===== config.mk =====
export PLATFORM = sky130hd
export DESIGN_NAME = multicycle_control
export DESIGN_NICKNAME = d
export VERILOG_FILES = /design/src/rtl/multicycle_control.sv
export SDC_FILE = /design/constraint.sdc
export NUM_CORES = 1
export LEC_CHECK = 0
export BUFFER_PORTS_ARGS = -buffer_cell sky130_fd_sc_hd__buf_2
export CELL_PAD_IN_SITES_DETAIL_PLACEMENT = 1
export CELL_PAD_IN_SITES_GLOBAL_PLACEMENT = 1
export CORE_MARGIN = 5
export CORE_UTILIZATION = 30
export CTS_CLUSTER_SIZE = 10
export DETAILED_ROUTE_END_ITERATION = 10
export HOLD_SLACK_MARGIN = 0.1
export PLACE_DENSITY = 0.91
export SYNTH_ARGS = -nofsm -noshare
export SYNTH_HDL_FRONTEND = slang
export SYNTH_SLANG_ARGS = --single-unit

===== constraint.sdc =====
create_clock -name clk -period 2.37 [get_ports clk]
set_clock_uncertainty 0.05 [all_clocks]
set_input_delay 0.237 -clock clk [delete_from_list [all_inputs] [get_ports clk]]
set_output_delay 0.237 -clock clk [all_outputs]
set_load 0.05 [all_outputs]

===== src/rtl/multicycle_control.sv =====
// Moore-style multicycle sequencer stepping the shared ALU and memory port through each instruction.
// Define JUMP_EN to build the JUMP state (opcode 000100); otherwise that opcode is treated as illegal.
module multicycle_control (
  input  logic       clk,
  input  logic       nReset,
  input  logic [5:0] opCode,
  input  logic       memReady,
  output logic       pcWrite,
  output logic       pcWriteCond,
  output logic       iorD,
  output logic       memRead,
  output logic       memWrite,
  output logic       irWrite,
  output logic       memToReg,
  output logic       regWrite,
  output logic       regDst,
  output logic       aluSrcA,
  output logic [1:0] aluSrcB,
  output logic [1:0] aluOp,
  output logic [1:0] pcSource,
  output logic       illegal,
  output logic [3:0] state
);

  localparam logic [3:0] FETCH    = 4'd0;
  localparam logic [3:0] DECODE   = 4'd1;
  localparam logic [3:0] MEMADDR  = 4'd2;
  localparam logic [3:0] MEMREAD  = 4'd3;
  localparam logic [3:0] MEMWB    = 4'd4;
  localparam logic [3:0] MEMWRITE = 4'd5;
  localparam logic [3:0] EXECUTE  = 4'd6;
  localparam logic [3:0] RWB      = 4'd7;
  localparam logic [3:0] BRANCH   = 4'd8;
`ifdef JUMP_EN
  localparam logic [3:0] JUMP     = 4'd9;
`endif
  localparam logic [3:0] ILLEGAL  = 4'd15;

  logic [3:0] state_q, state_d;
  logic       illegal_q, illegal_d;

  always_comb begin
    state_d = state_q;
    case (state_q)
      FETCH:    if (memReady) state_d = DECODE;
      DECODE: begin
        case (opCode)
          6'b000000: state_d = EXECUTE;
          6'b000001: state_d = MEMADDR;
          6'b000010: state_d = MEMADDR;
          6'b000011: state_d = BRANCH;
`ifdef JUMP_EN
          6'b000100: state_d = JUMP;
`endif
          default:   state_d = ILLEGAL;
        endcase
      end
      MEMADDR:  state_d = (opCode == 6'b000001) ? MEMREAD : MEMWRITE;
      MEMREAD:  if (memReady) state_d = MEMWB;
      MEMWB:    state_d = FETCH;
      MEMWRITE: if (memReady) state_d = FETCH;
      EXECUTE:  state_d = RWB;
      RWB:      state_d = FETCH;
      BRANCH:   state_d = FETCH;
`ifdef JUMP_EN
      JUMP:     state_d = FETCH;
`endif
      ILLEGAL:  state_d = ILLEGAL;
      default:  state_d = FETCH;
    endcase
  end

  assign illegal_d = illegal_q | (state_d == ILLEGAL);

  always_ff @(posedge clk or negedge nReset) begin
    if (!nReset) begin
      state_q   <= FETCH;
      illegal_q <= 1'b0;
    end else begin
      state_q   <= state_d;
      illegal_q <= illegal_d;
    end
  end

  // Decoded from the state register alone; only FETCH's IR/PC loads look at memReady.
  always_comb begin
    pcWrite     = 1'b0;
    pcWriteCond = 1'b0;
    iorD        = 1'b0;
    memRead     = 1'b0;
    memWrite    = 1'b0;
    irWrite     = 1'b0;
    memToReg    = 1'b0;
    regWrite    = 1'b0;
    regDst      = 1'b0;
    aluSrcA     = 1'b0;
    aluSrcB     = 2'b00;
    aluOp       = 2'b00;
    pcSource    = 2'b00;
    if (nReset) begin
      case (state_q)
        FETCH: begin
          memRead = 1'b1;
          aluSrcB = 2'b01;
          irWrite = memReady;
          pcWrite = memReady;
        end
        DECODE:  aluSrcB = 2'b11;
        MEMADDR: begin
          aluSrcA = 1'b1;
          aluSrcB = 2'b10;
        end
        MEMREAD: begin
          memRead = 1'b1;
          iorD    = 1'b1;
        end
        MEMWB: begin
          regWrite = 1'b1;
          memToReg = 1'b1;
        end
        MEMWRITE: begin
          memWrite = 1'b1;
          iorD     = 1'b1;
        end
        EXECUTE: begin
          aluSrcA = 1'b1;
          aluOp   = 2'b10;
        end
        RWB: begin
          regWrite = 1'b1;
          regDst   = 1'b1;
        end
        BRANCH: begin
          aluSrcA     = 1'b1;
          aluOp       = 2'b01;
          pcWriteCond = 1'b1;
          pcSource    = 2'b01;
        end
`ifdef JUMP_EN
        JUMP: begin
          pcWrite  = 1'b1;
          pcSource = 2'b10;
        end
`endif
        default: ;
      endcase
    end
  end

  assign illegal = illegal_q & nReset;
  assign state   = nReset ? state_q : 4'd0;

endmodule


## Word-level counts from Yosys, hierarchy flattened

Cells that the tools add are included.

| cells by class | value |
|---|---|
| eq/ne operators | 13 |
| mux-type cells | 31 |
| bitwise logic cells | 2 |
| reductions and logical operators | 7 |

Operator list:

| cell | count |
|---|---|
| 4-bit case mux with 7 select lines | 1 |
| 1-bit 2-to-1 mux | 20 |
| 4-bit by 3-bit == test with 1-bit output, second input constant | 4 |
| 4-bit 2-to-1 mux | 4 |
| 4-bit == test, second input constant | 3 |
| 6-bit by 2-bit == test with 1-bit output, second input constant | 2 |
| 4-bit case mux with 3 select lines | 1 |
| 4-bit by 2-bit == test with 1-bit output, second input constant | 2 |
| 2-bit OR reduction | 4 |
| 6-bit by 1-bit == test with 1-bit output, second input constant | 1 |
| 6-bit logical NOT | 1 |
| 2-bit case mux with 3 select lines | 1 |
| 4-bit by 1-bit == test with 1-bit output, second input constant | 1 |
| 4-bit logical NOT | 1 |
| 2-bit 2-to-1 mux | 2 |
| 2-bit case mux with 2 select lines | 1 |
| 3-bit 2-to-1 mux | 1 |
| 3-bit OR reduction | 1 |
| 1-bit bitwise AND | 1 |
| 1-bit OR | 1 |

| storage, ports and cells | value |
|---|---|
| register bits after elaboration | 5 |
| bits of input ports | 9 |
| logic and storage cells | 55 |

## Logic depth before layout (Yosys ltp)

Gate-level depths: netlist (run 1).

| logic depth | value |
|---|---|
| depth after elaboration | 6 |
| mapped depth | 5 |
| mapped depth without buffers | 3 |

## Worst setup path after synthesis (run 1)

No wires, ideal clock.

| timing | value |
|---|---|
| path kind | reg2out |
| from | register state_q[3] |
| to | output port pcSource[0] |
| data arrival time | 3170 ps |
| required time | 2083 ps |
| slack | -1087 ps |
| cell stages (with the launch flop) | 5 |
| path through | dfrtp_1 > buf_2 > and2_1 > nor4b_1 > buf_4 |

| on the way | value |
|---|---|
| word-level cells in the longest chain between the ends | 3 |

Ends and longest elaborated chain:

| what | RTL line | source |
|---|---|---|
| start: declaration | 39 | `logic [3:0] state_q, state_d;` |
| start signal: assignment | 80 | `state_q <= state_d;` |
| 4-bit == test | 101 | `case (state_q)` |
| 1-bit 2-to-1 mux | 101 |  |
| 1-bit 2-to-1 mux | 100 | `if (nReset) begin` |
| end: declaration | 20 | `output logic [1:0] pcSource,` |

Every way passes these cells.

## Worst setup path after layout (run 1)

| timing | value |
|---|---|
| from | input port nReset |
| to | output port memToReg |

| on the way | value |
|---|---|
| word-level cells in the longest chain between the ends | 1 |

Ends and longest elaborated chain:

| what | RTL line | source |
|---|---|---|
| start: declaration | 5 | `input logic nReset,` |
| 1-bit 2-to-1 mux | 100 |  |
| end: declaration | 14 | `output logic memToReg,` |

Every way passes these cells.

==> results.json, run 1 <==
{
  "outcome": "finished clean",
  "powerDensity_nw_per_um2": 1422,
  "slew_violations": 0,
  "worst_slack_ns": 0.1511,
  "syn_inst": 73,
  "ys_seq_elements": 5,
  "synth_top_area_share_pct": 23.26,
  "cts.sinks": 5,
  "gp_congestion": 0.7543,
  "clkTransAtPathRegs_ns": 0.05,
  "fillCellCount": 234,
  "ant_nets": 0,
  "cts_tree": "built",
  "avgViaCountPerCell": 5.097,
  "dr.first_iter.drc_count": 1,
  "layout.nets": 109,
  "drtPass1Iterations": 4,
  "critPathLaunchType": "input port",
  "rsz0062_at_grt": "false",
  "path_max_fanout": 13,
  "cts_resized": 0,
  "setup-violations-final": 0,
  "antenna_found_initial": 0,
  "max-cap-violations": 0,
  "synth_area_per_cell_um2": 7.370,
  "finalCritPeriodShare_pct": 93.63,
  "crit_type": "in -> out",
  "core_um2": 1708,
  "worst_pin_slew_ns": 0.5222,
  "p_leak_nw": 0.3592,
  "clk_latency_ns": 0.24,
  "grt_max_degree": 18,
  "grt_pass1_vias": 634,
  "io_buffers": 28,
  "hold_violations": 0,
  "total_power_mw": 1.029,
  "min_period_ns": 2.219,
  "cts_root_buffer": "clkbuf_4",
  "synthesis.area_um2": 538.0,
  "ys_seq_area_share_pct": 23.26,
  "post_cts_buffers": 0,
  "crit_family": "buffers and inverters",
  "dp_hpwl_mm": 1.327,
  "yosysTopAreaCell": "dfrtp_1",
  "hold_buffers": 1,
  "post-place-ws_ns": 0.6408,
  "timing.hold.ws_ns": 0.2988,
  "vdd_drop_max_mv": 0.7142,
  "placed_area_um2": 686.9,
  "worstPathRequired_ns": 2.08,
  "routed_wl_mm": 1.669,
  "fmax_mhz": 450.7,
  "wl_per_cell_um": 13.46,
  "synth_cell_type_count": 33,
  "dieArea_um2": 2741,
  "syn-num-nets": 82,
  "synthTopCellsByArea": "dfrtp_1 (23%), and2_1 (8.1%), nor2_1 (6.3%)",
  "ios": 30,
  "initial_core_util_pct": 31.50,
  "synth_ff_type": "dfrtp_1",
  "syn_to_final_growth_pct": 34.42,
  "fin_area_um2": 723.2,
  "grt.overflow.total": 0,
  "final_layout_size_suffix_gt1_share_pct": 37.37,
  "cts_max_level": 1,
  "crit_top_cell": "buf_2",
  "die_h_um": 52.35,
  "cts_max_path_buffers": 2,
  "synthArstFlopShare_pct": 100.0,
  "diodes": 0,
  "vias": 632,
  "max_stage_delay_ns": 0.52,
  "ys_warn_count": 0,
  "die_w_um": 52.35,
  "instances_no_fill": 124,
  "path_cells": "dlygate4sd3_1, buf_2, nor2b_1, nand2_1, nor3_1, buf_2",
  "synth-edff-count": 0,
  "max_slew_margin_pct": 65.19,
  "drc": 0,
  "num_rows": 15,
  "critPathBufInv": 3,
  "grt_pass1_wl_mm": 2.801,
  "end_kind": "primary output",
  "cts_buffers": 3,
  "grt_use_total_pct": 13.63,
  "dp_cells": 119,
  "crit_arrival_ns": 1.93,
  "hold_class": "in -> reg",
  "slowest_stage": "dlygate4sd3_1"
}
## metal layers
layer	track usage [%]	part of all wire (%)	vias to the layer above
li1	-	-	314
met1	16.12	45	295
met2	23.76	48	23
met3	5.413	6.4	0
met4	1.277	0	0
met5	0	0	-
## flip-flops by register name (all words and copies together) (netlist names)
name       cells
state_q        4
illegal_q      1
## final cells by class
type	count	area [um^2]	share of cell area, %
multi-input cells	59	382.9	52.94
repair buffers	29	150.1	20.76
flip-flops and latches	5	125.1	17.30
well taps	25	31.28	4.325
clock buffers	4	26.28	3.633
inverters	2	7.507	1.038
## tightest hold or removal path, delay by kind of cell
kind                   cells  cell delay, ns
AOI/OAI and AO/OA          1            0.10
buffers and inverters      1            0.10
and+or+nand+nor            1            0.09
## synthesized netlist by cell type, types with 2 or more instances
cell type / instances
nor4b_1: 3
a21oi_1: 3
o21ai_0: 2
inv_1: 2
dfrtp_1: 5
nand2_1: 7
nor3_1: 3
buf_2: 3
and3_1: 2
nor2_1: 9
and2_1: 7
nor2b_1: 2
a211o_1: 2
buf_4: 3
nand2b_1: 2
## kinds of logic after synthesis
logic type	Yosys count	synth area share [%]
AND/OR/NAND/NOR	41	43.72
AO/OA/AOI/OAI	16	21.63
buffers and inverters	9	9.069
flip-flops	5	23.26
XOR/XNOR	1	1.628
other	1	0.6970
## placed cells by master (no fill, tap or decap), drive strengths merged, types with 2 or more instances in the layout
master  instances
buf            28
nor2            9
nand2           7
and2            7
dfrtp           5
clkbuf          4
a21oi           3
nor4b           3
nor3            3
nand2b          2
a211o           2
inv             2
o21ai           2
nor2b           2
and3            2
a21o            2
## per-stage QoR
step                      setup TNS [ns]  utilization [%]
final                                  0            42.34
after global routing                   0            42.34
after CTS                              0            42.34
after detailed placement               0            40.22
after global placement                 0            40.22
after floorplan                  -0.3458                -
## final timing paths
path / startpoint / endpoint / slack, ns / depth (start not counted)
max: nReset / memToReg / 0.15 / 6
min: opCode[0] / state_q[2] / 0.30 / 3
max reg2reg: state_q[0] / state_q[2] / 0.70 / 3
min reg2reg: illegal_q / illegal_q / 0.40 / 1
max in group asynchronous: nReset / state_q[3] / 1.74 / 2
min in group asynchronous: nReset / state_q[0] / 0.34 / 2
## report_power, final
group	internal [mW]	total, mW	switching [mW]
clock network	0.0637	0.0989	0.0352
registers	0.118	0.253	0.135
logic	0.213	0.677	0.464
No activity file was read; power rests on OpenSTA's default activity.
==> run 2, diff against run 1 <==
Settings changed: CORE_MARGIN 5 to 2.
==> results.json, run 2 (same netlist as run 1, synthesis figures left out) <==
{
  "core_um2": 1708,
  "max_slew_margin_pct": 62.15,
  "diodes": 0,
  "ios": 30,
  "crit_top_cell": "buf_2",
  "regToRegSetupSlack_ns": 0.70,
  "p_comb_share_pct": 65.6,
  "cts_resized": 0,
  "grt.overflow.total": 0,
  "worstPathRequired_ns": 2.08,
  "routed_wl_mm": 1.579,
  "final_layout_size_suffix_gt1_share_pct": 37.37,
  "vdd_drop_max_mv": 0.7518,
  "path_max_fanout": 13,
  "p_leak_nw": 0.3592,
  "avgViaCountPerCell": 5.097,
  "final_core_util_pct": 42.34,
  "clkTransAtPathRegs_ns": 0.04,
  "top_register": "state_q",
  "outcome": "finished clean",
  "fin_area_um2": 723.2,
  "switchingPower_mw": 0.6319,
  "grt_pass1_wl_mm": 2.642,
  "end_kind": "primary output",
  "setup-violations-final": 0,
  "dieArea_um2": 2148,
  "max-cap-violations": 0,
  "drtPass1Iterations": 3,
  "min_period_ns": 2.221,
  "cts_root_buffer": "clkbuf_4",
  "power.share.clock_pct": 9.6,
  "cts.sinks": 5,
  "crit_arrival_ns": 1.93,
  "ant_nets": 0,
  "die_h_um": 46.35,
  "critPathBufInv": 3,
  "seqPwrFrac_pct": 24.8,
  "dp_hpwl_mm": 1.225,
  "clk_latency_ns": 0.24,
  "die_w_um": 46.35,
  "cts_buffers": 3,
  "vias": 632,
  "path_cells": "dlygate4sd3_1, buf_2, nor2b_1, nand2_1, nor3_1, buf_2",
  "slowest_stage": "dlygate4sd3_1",
  "fmax_mhz": 450.2,
  "placed_area_um2": 686.9,
  "timing.hold.ws_ns": 0.3042,
  "timing.setup.tns_ns": 0,
  "internal_power_mw": 0.3947,
  "cts_max_level": 1,
  "critPathLaunchType": "input port",
  "rsz0062_at_grt": "false",
  "crit_type": "in -> out",
  "layout.nets": 109,
  "powerDensity_nw_per_um2": 1419,
  "dr.first_iter.drc_count": 6,
  "initial_core_util_pct": 31.50,
  "syn_to_final_growth_pct": 34.42,
  "slew_violations": 0,
  "grt_max_degree": 18,
  "mostFrequentLayoutCell": "buf_2",
  "finalCritPeriodShare_pct": 93.71,
  "antenna_found_initial": 0,
  "hold_violations": 0,
  "num_rows": 15,
  "cts_tree": "built",
  "largest_register_ffs": 4,
  "max_stage_delay_ns": 0.53,
  "worst_pin_slew_ns": 0.5626,
  "top_regs": "state_q x4, illegal_q x1",
  "grt_use_total_pct": 17.07,
  "cts_max_path_buffers": 2,
  "swShare_pct": 61.55,
  "crit_family": "buffers and inverters",
  "wl_per_cell_um": 12.73,
  "layout_common_cells": "buf_2 (28), nor2_1 (9), nand2_1 (7), and2_1 (7), dfrtp_1 (5)",
  "hold_class": "in -> reg",
  "grt_pass1_vias": 636,
  "gp_congestion": 0.6998,
  "drc": 0,
  "io_buffers": 28
}
==> run 2: cell type report <==
type | instances | area [um^2]
Clock buffer | 4 | 26.28
Fill cell | 230 | 984.7
Inverter | 2 | 7.507
Multi-Input combinational cell | 59 | 382.9
Sequential cell | 5 | 125.1
Tap cell | 25 | 31.28
Timing Repair Buffer | 29 | 150.1
==> run 2: timing repair <==
item,4_1_cts,5_1_grt
hold buffers,1,0
hold endpoints to repair,5,0
buffers inserted,0,0
==> run 2: final timing paths <==
kind	endpoint	start	depth (start not counted)
worst max-delay path	memToReg	nReset	6
worst min-delay path	state_q[2]	opCode[0]	3
worst max register to register	state_q[2]	state_q[0]	3
worst min register to register	illegal_q	illegal_q	1
max in group asynchronous	state_q[3]	nReset	2
min in group asynchronous	state_q[2]	nReset	2
==> run 2: worst reg2reg max path, cell delays in order, from the launching register on <==
cell	delay [ns]
dfrtp_1	0.65
or4b_1	0.49
a211o_1	0.31
nand4b_1	0.10
==> run 2: power by group through the flow <==
stage               registers (mW)  logic, mW  clock network, mW
floorplan                    0.152      0.642                  0
global placement             0.250      0.653                  0
detailed placement           0.255      0.676                  0
CTS                          0.254      0.679              0.103
global route                 0.271      0.727              0.106
finish                       0.255      0.673             0.0983
==> run 2: stage by stage <==
stage                     instances  worst slack [ns]  power (mW)
after global placement          119            0.7231      0.9030
final                           124            0.1490       1.027
after floorplan                  73           -0.3033      0.7946
after CTS                       124            0.1643       1.036
after detailed placement        119            0.6446      0.9306
after global routing            124           0.05150       1.104
==> run 2: layer usage <==
layer  vias up  track usage [%]  wire (um)
met5         -                0          0
li1        311                -          -
met1       297            19.39        683
met3         0            5.098         94
met4         0            4.000          0
met2        24            30.83        802
